--- src/rtl/qproc_time_cmd_arb.sv ---
// Round-robin arbiter between core and host time-control commands.
// Issues held strobes / run level to the time controller with a fixed hold and gap.
module qproc_time_cmd_arb #(
  parameter int HOLD_CYC = 4,
  parameter int GAP_CYC  = 4
) (
  input  logic        c_clk_i,
  input  logic        c_rst_ni,
  input  logic        core_vld_i,
  input  logic [2:0]  core_op_i,
  input  logic [31:0] core_dt_i,
  output logic        core_rdy_o,
  input  logic        host_vld_i,
  input  logic [2:0]  host_op_i,
  input  logic [31:0] host_dt_i,
  output logic        host_rdy_o,
  output logic        c_time_rst_o,
  output logic        c_time_init_o,
  output logic        c_time_updt_o,
  output logic        c_time_en_o,
  output logic [31:0] c_offset_dt_o,
  output logic        busy_o,
  output logic        err_o,
  output logic        last_gnt_o
);

  // state   | meaning
  // S_IDLE  | arbitrating, rdy offered to one requester
  // S_HOLD  | strobe held high, counting HOLD_CYC
  // S_GAP   | all strobes low, counting GAP_CYC
  typedef enum logic [1:0] {S_IDLE, S_HOLD, S_GAP} state_t;

  localparam logic [2:0] OP_NOP   = 3'd0;
  localparam logic [2:0] OP_RST   = 3'd1;
  localparam logic [2:0] OP_INIT  = 3'd2;
  localparam logic [2:0] OP_UPDT  = 3'd3;
  localparam logic [2:0] OP_START = 3'd4;
  localparam logic [2:0] OP_STOP  = 3'd5;

  localparam logic [3:0] HOLD_LD = 4'(HOLD_CYC - 1);
  localparam logic [3:0] GAP_LD  = 4'(GAP_CYC - 1);

  state_t      r_state;
  state_t      w_state_nxt;
  logic [3:0]  r_hold_cnt;
  logic [3:0]  r_gap_cnt;
  logic        r_rst;
  logic        r_init;
  logic        r_updt;
  logic        r_en;
  logic [31:0] r_off;
  logic        r_err;
  logic        r_last_gnt;

  logic        w_idle;
  logic        w_sel_core;
  logic        w_sel_host;
  logic        w_acc;
  logic [2:0]  w_op;
  logic [31:0] w_dt;
  logic        w_is_strb;

  assign w_idle     = (r_state == S_IDLE);
  // On a tie the requester that did not win last time gets the grant.
  assign w_sel_core = core_vld_i & (~host_vld_i | r_last_gnt);
  assign w_sel_host = host_vld_i & (~core_vld_i | ~r_last_gnt);
  assign core_rdy_o = c_rst_ni & w_idle & w_sel_core;
  assign host_rdy_o = c_rst_ni & w_idle & w_sel_host;
  assign w_acc      = core_rdy_o | host_rdy_o;
  assign w_op       = host_rdy_o ? host_op_i : core_op_i;
  assign w_dt       = host_rdy_o ? host_dt_i : core_dt_i;
  assign w_is_strb  = (w_op == OP_RST) | (w_op == OP_INIT) | (w_op == OP_UPDT);

  always_comb begin
    w_state_nxt = r_state;
    case (r_state)
      S_IDLE: if (w_acc) w_state_nxt = w_is_strb ? S_HOLD : S_GAP;
      S_HOLD: if (r_hold_cnt == 4'd0) w_state_nxt = S_GAP;
      S_GAP:  if (r_gap_cnt == 4'd0) w_state_nxt = S_IDLE;
      default: w_state_nxt = S_IDLE;
    endcase
  end

  always_ff @(posedge c_clk_i) begin
    if (!c_rst_ni) r_state <= S_IDLE;
    else           r_state <= w_state_nxt;
  end

  always_ff @(posedge c_clk_i) begin
    if (!c_rst_ni) begin
      r_hold_cnt <= 4'd0;
      r_gap_cnt  <= 4'd0;
      r_rst      <= 1'b0;
      r_init     <= 1'b0;
      r_updt     <= 1'b0;
      r_en       <= 1'b0;
      r_off      <= 32'd0;
      r_err      <= 1'b0;
      r_last_gnt <= 1'b1;
    end else begin
      r_err <= 1'b0;
      case (r_state)
        S_IDLE: begin
          if (w_acc) begin
            r_last_gnt <= host_rdy_o;
            r_hold_cnt <= HOLD_LD;
            r_gap_cnt  <= GAP_LD;
            case (w_op)
              OP_RST: begin
                r_rst <= 1'b1;
                r_en  <= 1'b0;
              end
              OP_INIT: begin
                r_init <= 1'b1;
                r_off  <= w_dt;
              end
              OP_UPDT: begin
                r_updt <= 1'b1;
                r_off  <= w_dt;
              end
              OP_START: r_en  <= 1'b1;
              OP_STOP:  r_en  <= 1'b0;
              OP_NOP:   r_err <= 1'b0;
              default:  r_err <= 1'b1;
            endcase
          end
        end
        S_HOLD: begin
          if (r_hold_cnt == 4'd0) begin
            r_rst     <= 1'b0;
            r_init    <= 1'b0;
            r_updt    <= 1'b0;
            r_gap_cnt <= GAP_LD;
          end else begin
            r_hold_cnt <= r_hold_cnt - 4'd1;
          end
        end
        S_GAP: begin
          if (r_gap_cnt != 4'd0) r_gap_cnt <= r_gap_cnt - 4'd1;
        end
        default: begin
          r_rst  <= 1'b0;
          r_init <= 1'b0;
          r_updt <= 1'b0;
        end
      endcase
    end
  end

  assign c_time_rst_o  = r_rst;
  assign c_time_init_o = r_init;
  assign c_time_updt_o = r_updt;
  assign c_time_en_o   = r_en;
  assign c_offset_dt_o = r_off;
  assign err_o         = r_err;
  assign last_gnt_o    = r_last_gnt;
  assign busy_o        = ~w_idle;

endmodule

--- config.mk ---
export PLATFORM = sky130hd
export DESIGN_NAME = qproc_time_cmd_arb
export DESIGN_NICKNAME = d
export VERILOG_FILES = /design/src/rtl/qproc_time_cmd_arb.sv
export SDC_FILE = /design/constraint.sdc
export NUM_CORES = 1
export LEC_CHECK = 0
export CORE_UTILIZATION = 40
export CTS_CLUSTER_SIZE = 16
export DETAILED_ROUTE_END_ITERATION = 16
export DONT_BUFFER_PORTS = 1
export GPL_ROUTABILITY_DRIVEN = 0
export PLACE_DENSITY = 0.56
export SLEW_MARGIN = 5
export SYNTH_ARGS = -nofsm -noshare
export SYNTH_HDL_FRONTEND = slang
export SYNTH_SLANG_ARGS = --single-unit
--- constraint.sdc ---
create_clock -name c_clk_i -period 2.9 [get_ports c_clk_i]
set_input_delay 0.29 -clock c_clk_i [delete_from_list [all_inputs] [get_ports c_clk_i]]
set_output_delay 0.29 -clock c_clk_i [all_outputs]
set_load 0.02 [all_outputs]
# Yosys cells after proc, flatten, opt, wreduce, memory -nomap -nowiden
# Index checks and enable logic that the tools add are counted.
[op_classes] addsub=2 n_eq_ne=15 mux=25 bitwise=15 reduce_logical=21
[ops] operator="32-bit 2-to-1 mux" n=1
[ops] operator="4-bit 2-to-1 mux" n=4
[ops] operator="4-bit AND reduction" n=4
[ops] operator="3-bit AND reduction" n=5
[ops] operator="4-bit one-hot mux with 3 select lines" n=1
[ops] operator="1-bit one-hot mux with 3 select lines" n=3
[ops] operator="4-bit zero test" n=2
[ops] operator="1-bit 2-to-1 mux" n=8
[ops] operator="2-bit 2-to-1 mux" n=4
[ops] operator="2-bit by 1-bit inequality test with 1-bit output (second input constant)" n=4
[ops] operator="2-bit inequality test (second input constant)" n=4
[ops] operator="4-bit one-hot mux with 2 select lines" n=1
[ops] operator="4-bit by 1-bit subtractor with 4-bit output (second input constant)" n=2
[ops] operator="3-bit by 2-bit == test with 1-bit output (second input constant)" n=2
[ops] operator="3-bit == test (second input constant)" n=2
[ops] operator="2-bit one-hot mux with 3 select lines" n=1
[ops] operator="6-bit OR reduction" n=1
[ops] operator="1-bit bitwise AND" n=5
[ops] operator="1-bit inverter" n=5
[ops] operator="1-bit bitwise OR" n=5
[ops] operator="2-bit nonzero test" n=2
[ops] operator="4-bit nonzero test" n=1
[ops] operator="2-bit OR reduction" n=2
[ops] operator="3-bit by 1-bit == test with 1-bit output (second input constant)" n=1
[ops] operator="8 further kinds" n=8
[totals] ff_bits=48 inputBits=74 output_inout_bits=41 elab_cells=88

# Logic depth before layout (Yosys ltp)
[depth] ltp_word=11 mapped_depth=8 depth_no_buf=6

# Worst setup path after synthesis
# Ideal clock, no wire load.
[synth_path] path_kind="reg2reg" start="register r_state[1]" end="register r_off[0], in the netlist c_offset_dt_o[0]" setup_ns=0.147 arrival_ns=1.869 t_required_ns=2.753 setup_slack_ns=0.884 path_stages_with_launch=9 n_path_buf=4 synth_period_minus_slack_ns=2.016 path_cell_list="dfxtp_1 > buf_6 > or3b_1 > buf_6 > nor4_4 > or2_1 > buf_6 > buf_12 > a311oi_2"
[synth_via] elab_chain_len=7 word_cells_on_any_way=11 cone_classes="2 x eq/ne; 2 x mux; 4 x bitwise; 3 x reduce/logical"
[synth_lines] item="start, declared" line_no="43" text="state_t r_state;"
[synth_lines] item="start signal, assigned" line_no="86" text="else r_state <= w_state_nxt;"
[synth_lines] item="2-bit zero test *" line_no="63, 102"
[synth_lines] item="1-bit bitwise AND" line_no="67, 68"
[synth_lines] item="1-bit bitwise AND" line_no="68" text="assign host_rdy_o = c_rst_ni & w_idle & w_sel_host;"
[synth_lines] item="3-bit 2-to-1 mux" line_no="70" text="assign w_op = host_rdy_o ? host_op_i : core_op_i;"
[synth_lines] item="3-bit by 2-bit == test with 1-bit output" line_no="108" text="case (w_op)"
[synth_lines] item="2-bit OR reduction (no line)"
[synth_lines] item="3-bit AND reduction (no line)"
[synth_lines] item="end signal, assigned" line_no="115" text="r_off <= w_dt;"
[synth_lines] item="end signal, assigned" line_no="119" text="r_off <= w_dt;"
[synth_lines] item="end, declared" line_no="51" text="logic [31:0] r_off;"
# Mark *: on every way between the ends. The rest lies on a longest branch, timed or not.
# A chain may end at the register's enable or synchronous reset.

# Worst setup path in the final report
[layout_path] start="register r_last_gnt, in the netlist last_gnt_o" end="output port host_rdy_o"
[layout_via] elab_chain_len=4
[layout_lines] item="start, declared" line_no="53" text="logic r_last_gnt;"
[layout_lines] item="start signal, assigned" line_no="105" text="r_last_gnt <= host_rdy_o;"
[layout_lines] item="1-bit inverter" line_no="66" text="assign w_sel_host = host_vld_i & (~core_vld_i | ~r_last_gnt);"
[layout_lines] item="1-bit bitwise OR" line_no="66"
[layout_lines] item="1-bit bitwise AND" line_no="66"
[layout_lines] item="1-bit bitwise AND" line_no="68"
[layout_lines] item="end, declared" line_no="16" text="output logic host_rdy_o,"
# No other way between the ends.

==> summary.txt <==
Final layout
  • Register Area: 961 um^2
  • Final core occ: 43.2%
  • # fillers: 660
  • Diode count: 0
  • Multi-input gate area: 1520 um^2
  • Nets@finish: 369
  • P&R area growth vs syn: 3.00%
  • Layout cells sized above 1: 18.3%

Power and ir drop
  • Power Internal: 1.12 mW
  • Clock power share: 27.8%
  • Pwr/cell area: 603 nW/um^2
  • IR drop worst, VDD: 0.229 mV
  • Static leakage: 0.962 nW
  • Net Sw Frac: 33.3%
  • Sequential power share: 48.8%
  • Comb power frac: 23.4%
  • Switching power: 0.561 mW

STA
  • Max Clock Freq: 419 MHz
  • RSZ-0062 raised after global routing: no
  • Fin crit period: 2.39 ns
  • Slew headroom: 38.8%
  • Tcrit/Tclk final: 82.3%
  • TNS Setup: 0 ns
  • Endpoints failing setup: 0
  • Slew @ Worst Pin: 0.906 ns
  • Max Slew Vio Count: 0
  • Final hold violations: 0
  • Worst clock skew: 0.00475 ns

Global routing
  • Vias in the first global route: 2,075
  • Largest net degree at the start of global routing: 36
  • Antenna violations before repair: 0
  • Tot GR Track Use: 18.7%
  • Grt total ovfl: 0
  • First-pass GRT wire length: 10,600 um

Synth
  • Library cells used by synthesis: 43
  • Synthesized instance count: 304
  • YS warnings: 0
  • Mapped Nets: 382
  • Part of the Yosys area used for sequential elements: 35.4%
  • Syn avg cell area: 8.92 um^2
  • Post-synth EDFFs: 0
  • FFs w/ async S/R, synth: 0%
  • Cell area after synthesis: 2710 um^2
  • Synth Register Bits: 48
  • Ys flop type: dfxtp_1

Route
  • Vias per cell: 6.10
  • Detailed Route Iter0 Violations: 109
  • Drt pass-1 iters: 13
  • Final ANT Viol Nets: 0
  • Routed length per instance: 18.6 um
  • Final WL: 6840 um
  • Post-route DRC: 4
  • Routed vias: 2,238

Critical path
  • Worst EP required: 2.61 ns
  • Setup crit end kind: primary output
  • CP max stage cell: nand2_1
  • Crit path arrival time: 2.10 ns
  • Crit path launch type: flop
  • Worst path max stage delay: 0.52 ns
  • Crit path max fanout: 18
  • Cells along the critical path: a21boi_4 > nand2_1 > inv_1
  • CP Class: flop to primary output

Die
  • Starting Density: 42.0%
  • Ports: 115
  • Die height: 84.3 um
  • Core Area: 6460 um^2
  • Total die area: 7110 um^2
  • Width of the chip: 84.3 um
  • Row count: 29

CTS
  • Hold_buf cts: 0
  • Worst-path clk slew: 0.09 ns
  • # clock sinks: 48
  • Number of post-CTS setup repair buffers: 0
  • Total CTS buffers: 5
  • CTS max path bufs: 2
  • Post-cts gate resize count: 0
  • CTS tree: built
  • Clk Latency, worst-skew pair: 0.30 ns
  • H-Tree Depth: 2
  • Root Buffer: clkbuf_8

Min path
  • Min-Delay Path Class: primary input to flop

Outcome
  • Outcome: finished with violations
  • Failing checks: design-rule violations

Run
  • MaxCap Viol Count: 0

Placement
  • Post-DP HPWL: 4760 um
  • IO buf count: 0
final cells by class:
| cell class | count | share of cell area (%) |
|---|---|---|
| sequential | 48 | 34.4 |
| multi-input combinational | 217 | 54.5 |
| tap | 77 | 3.45 |
| clock inverter | 1 | 1.08 |
| inverter | 11 | 1.48 |
| timing repair buffer | 8 | 2.60 |
| clock buffer | 5 | 2.46 |
cell families after synthesis:
| family | count (synthesis) | share of synthesized area, % |
|---|---|---|
| AND/OR/NAND/NOR | 147 | 27.6 |
| adder cells (fa/ha/maj) | 4 | 1.85 |
| XOR/XNOR | 2 | 0.646 |
| buffers and inverters | 39 | 9.00 |
| multiplexers | 2 | 0.738 |
| AO/OA/AOI/OAI | 62 | 24.7 |
| flip-flops | 48 | 35.4 |
cells in the mapped netlist (2+ instances only):
| cell | number | area share, % |
|---|---|---|
| nor3b_1 | 2 | 0.55 |
| xor2_1 | 2 | 0.65 |
| a31o_2 | 2 | 0.65 |
| buf_6 | 6 | 2.5 |
| a211oi_1 | 5 | 1.4 |
| buf_12 | 3 | 2.2 |
| nor2_1 | 9 | 1.2 |
| nand4_1 | 4 | 0.92 |
| nor3_1 | 36 | 6.6 |
| a311oi_2 | 29 | 16 |
| buf_2 | 3 | 0.55 |
| clkbuf_1 | 16 | 2.2 |
| a21o_1 | 3 | 0.83 |
| o21ai_0 | 8 | 1.5 |
| nand2_1 | 40 | 5.5 |
| inv_1 | 10 | 1.4 |
| and3_1 | 3 | 0.69 |
| a311oi_1 | 3 | 0.97 |
| nand3_1 | 39 | 7.2 |
| nand2b_1 | 2 | 0.46 |
| nand4b_1 | 2 | 0.65 |
| mux2i_1 | 2 | 0.74 |
| nor4_1 | 2 | 0.46 |
| a21oi_1 | 3 | 0.55 |
| ha_1 | 4 | 1.8 |
| o211ai_1 | 2 | 0.55 |
| dfxtp_1 | 48 | 35 |
per-stage QoR:
stage                     std cells  setup WS (ns)  area (um^2)  power, mW  hold WS (ns)
after floorplan                 304          0.884         2710       1.17         0.454
after global placement          361          0.709         2690       1.23         0.388
after detailed placement        361          0.681         2690       1.23         0.392
after CTS                       367          0.507         2790       1.70        0.0747
after global routing            367          0.377         2790       1.77        0.0688
final                           367          0.514         2790       1.68        0.0838
power groups by stage:
| stage | clock (mW) | combinational (mW) | sequential (mW) |
|---|---|---|---|
| 4_1_cts | 0.481 | 0.397 | 0.823 |
| 3_3_place_gp | 0 | 0.391 | 0.838 |
| 2_1_floorplan | 0 | 0.356 | 0.817 |
| 6_report | 0.468 | 0.394 | 0.822 |
| 5_1_grt | 0.503 | 0.438 | 0.832 |
| 3_5_place_dp | 0 | 0.396 | 0.837 |
worst paths after layout:
kind | endpoint | start | slack, ns | cells after the start
max reg2reg | c_offset_dt_o[30] | r_state[1] | 0.68 | 5
max | host_rdy_o | last_gnt_o | 0.51 | 3
min reg2reg | r_gap_cnt[3] | r_gap_cnt[3] | 0.51 | 2
min | last_gnt_o | c_rst_ni | 0.08 | 1
critical path, delay by kind of cell, from the launching register on:
family                 cells  cell delay [ns]
DFF                        1             0.44
AOI/OAI and AO/OA          1             0.50
and+or+nand+nor            1             0.52
buffers and inverters      1             0.32
cells in the final DEF, fill, tap and decap left out, drive strengths merged, types with 5 or more instances in the layout:
cell / count
a211oi: 5
nor3: 36
buf: 8
a311oi: 32
nand3: 39
nand2: 40
nor2: 9
dfxtp: 48
clkbuf: 5
o21ai: 9
inv: 10
per-layer routing:
layer  wire, um  vias up  GRT usage (%)
met5          0        -              0
met4         55        0           5.55
met3        609        6           4.52
met2       3250       80           29.9
met1       2930     1052           25.1
li1           -     1100              -
registers in the layout, indices dropped and copies added (netlist names), 2 cells and up:
signal and count:
c_offset_dt_o 32, r_state 2, r_gap_cnt 4, r_hold_cnt 4
Note: power is estimated with default switching activity, not from simulation.
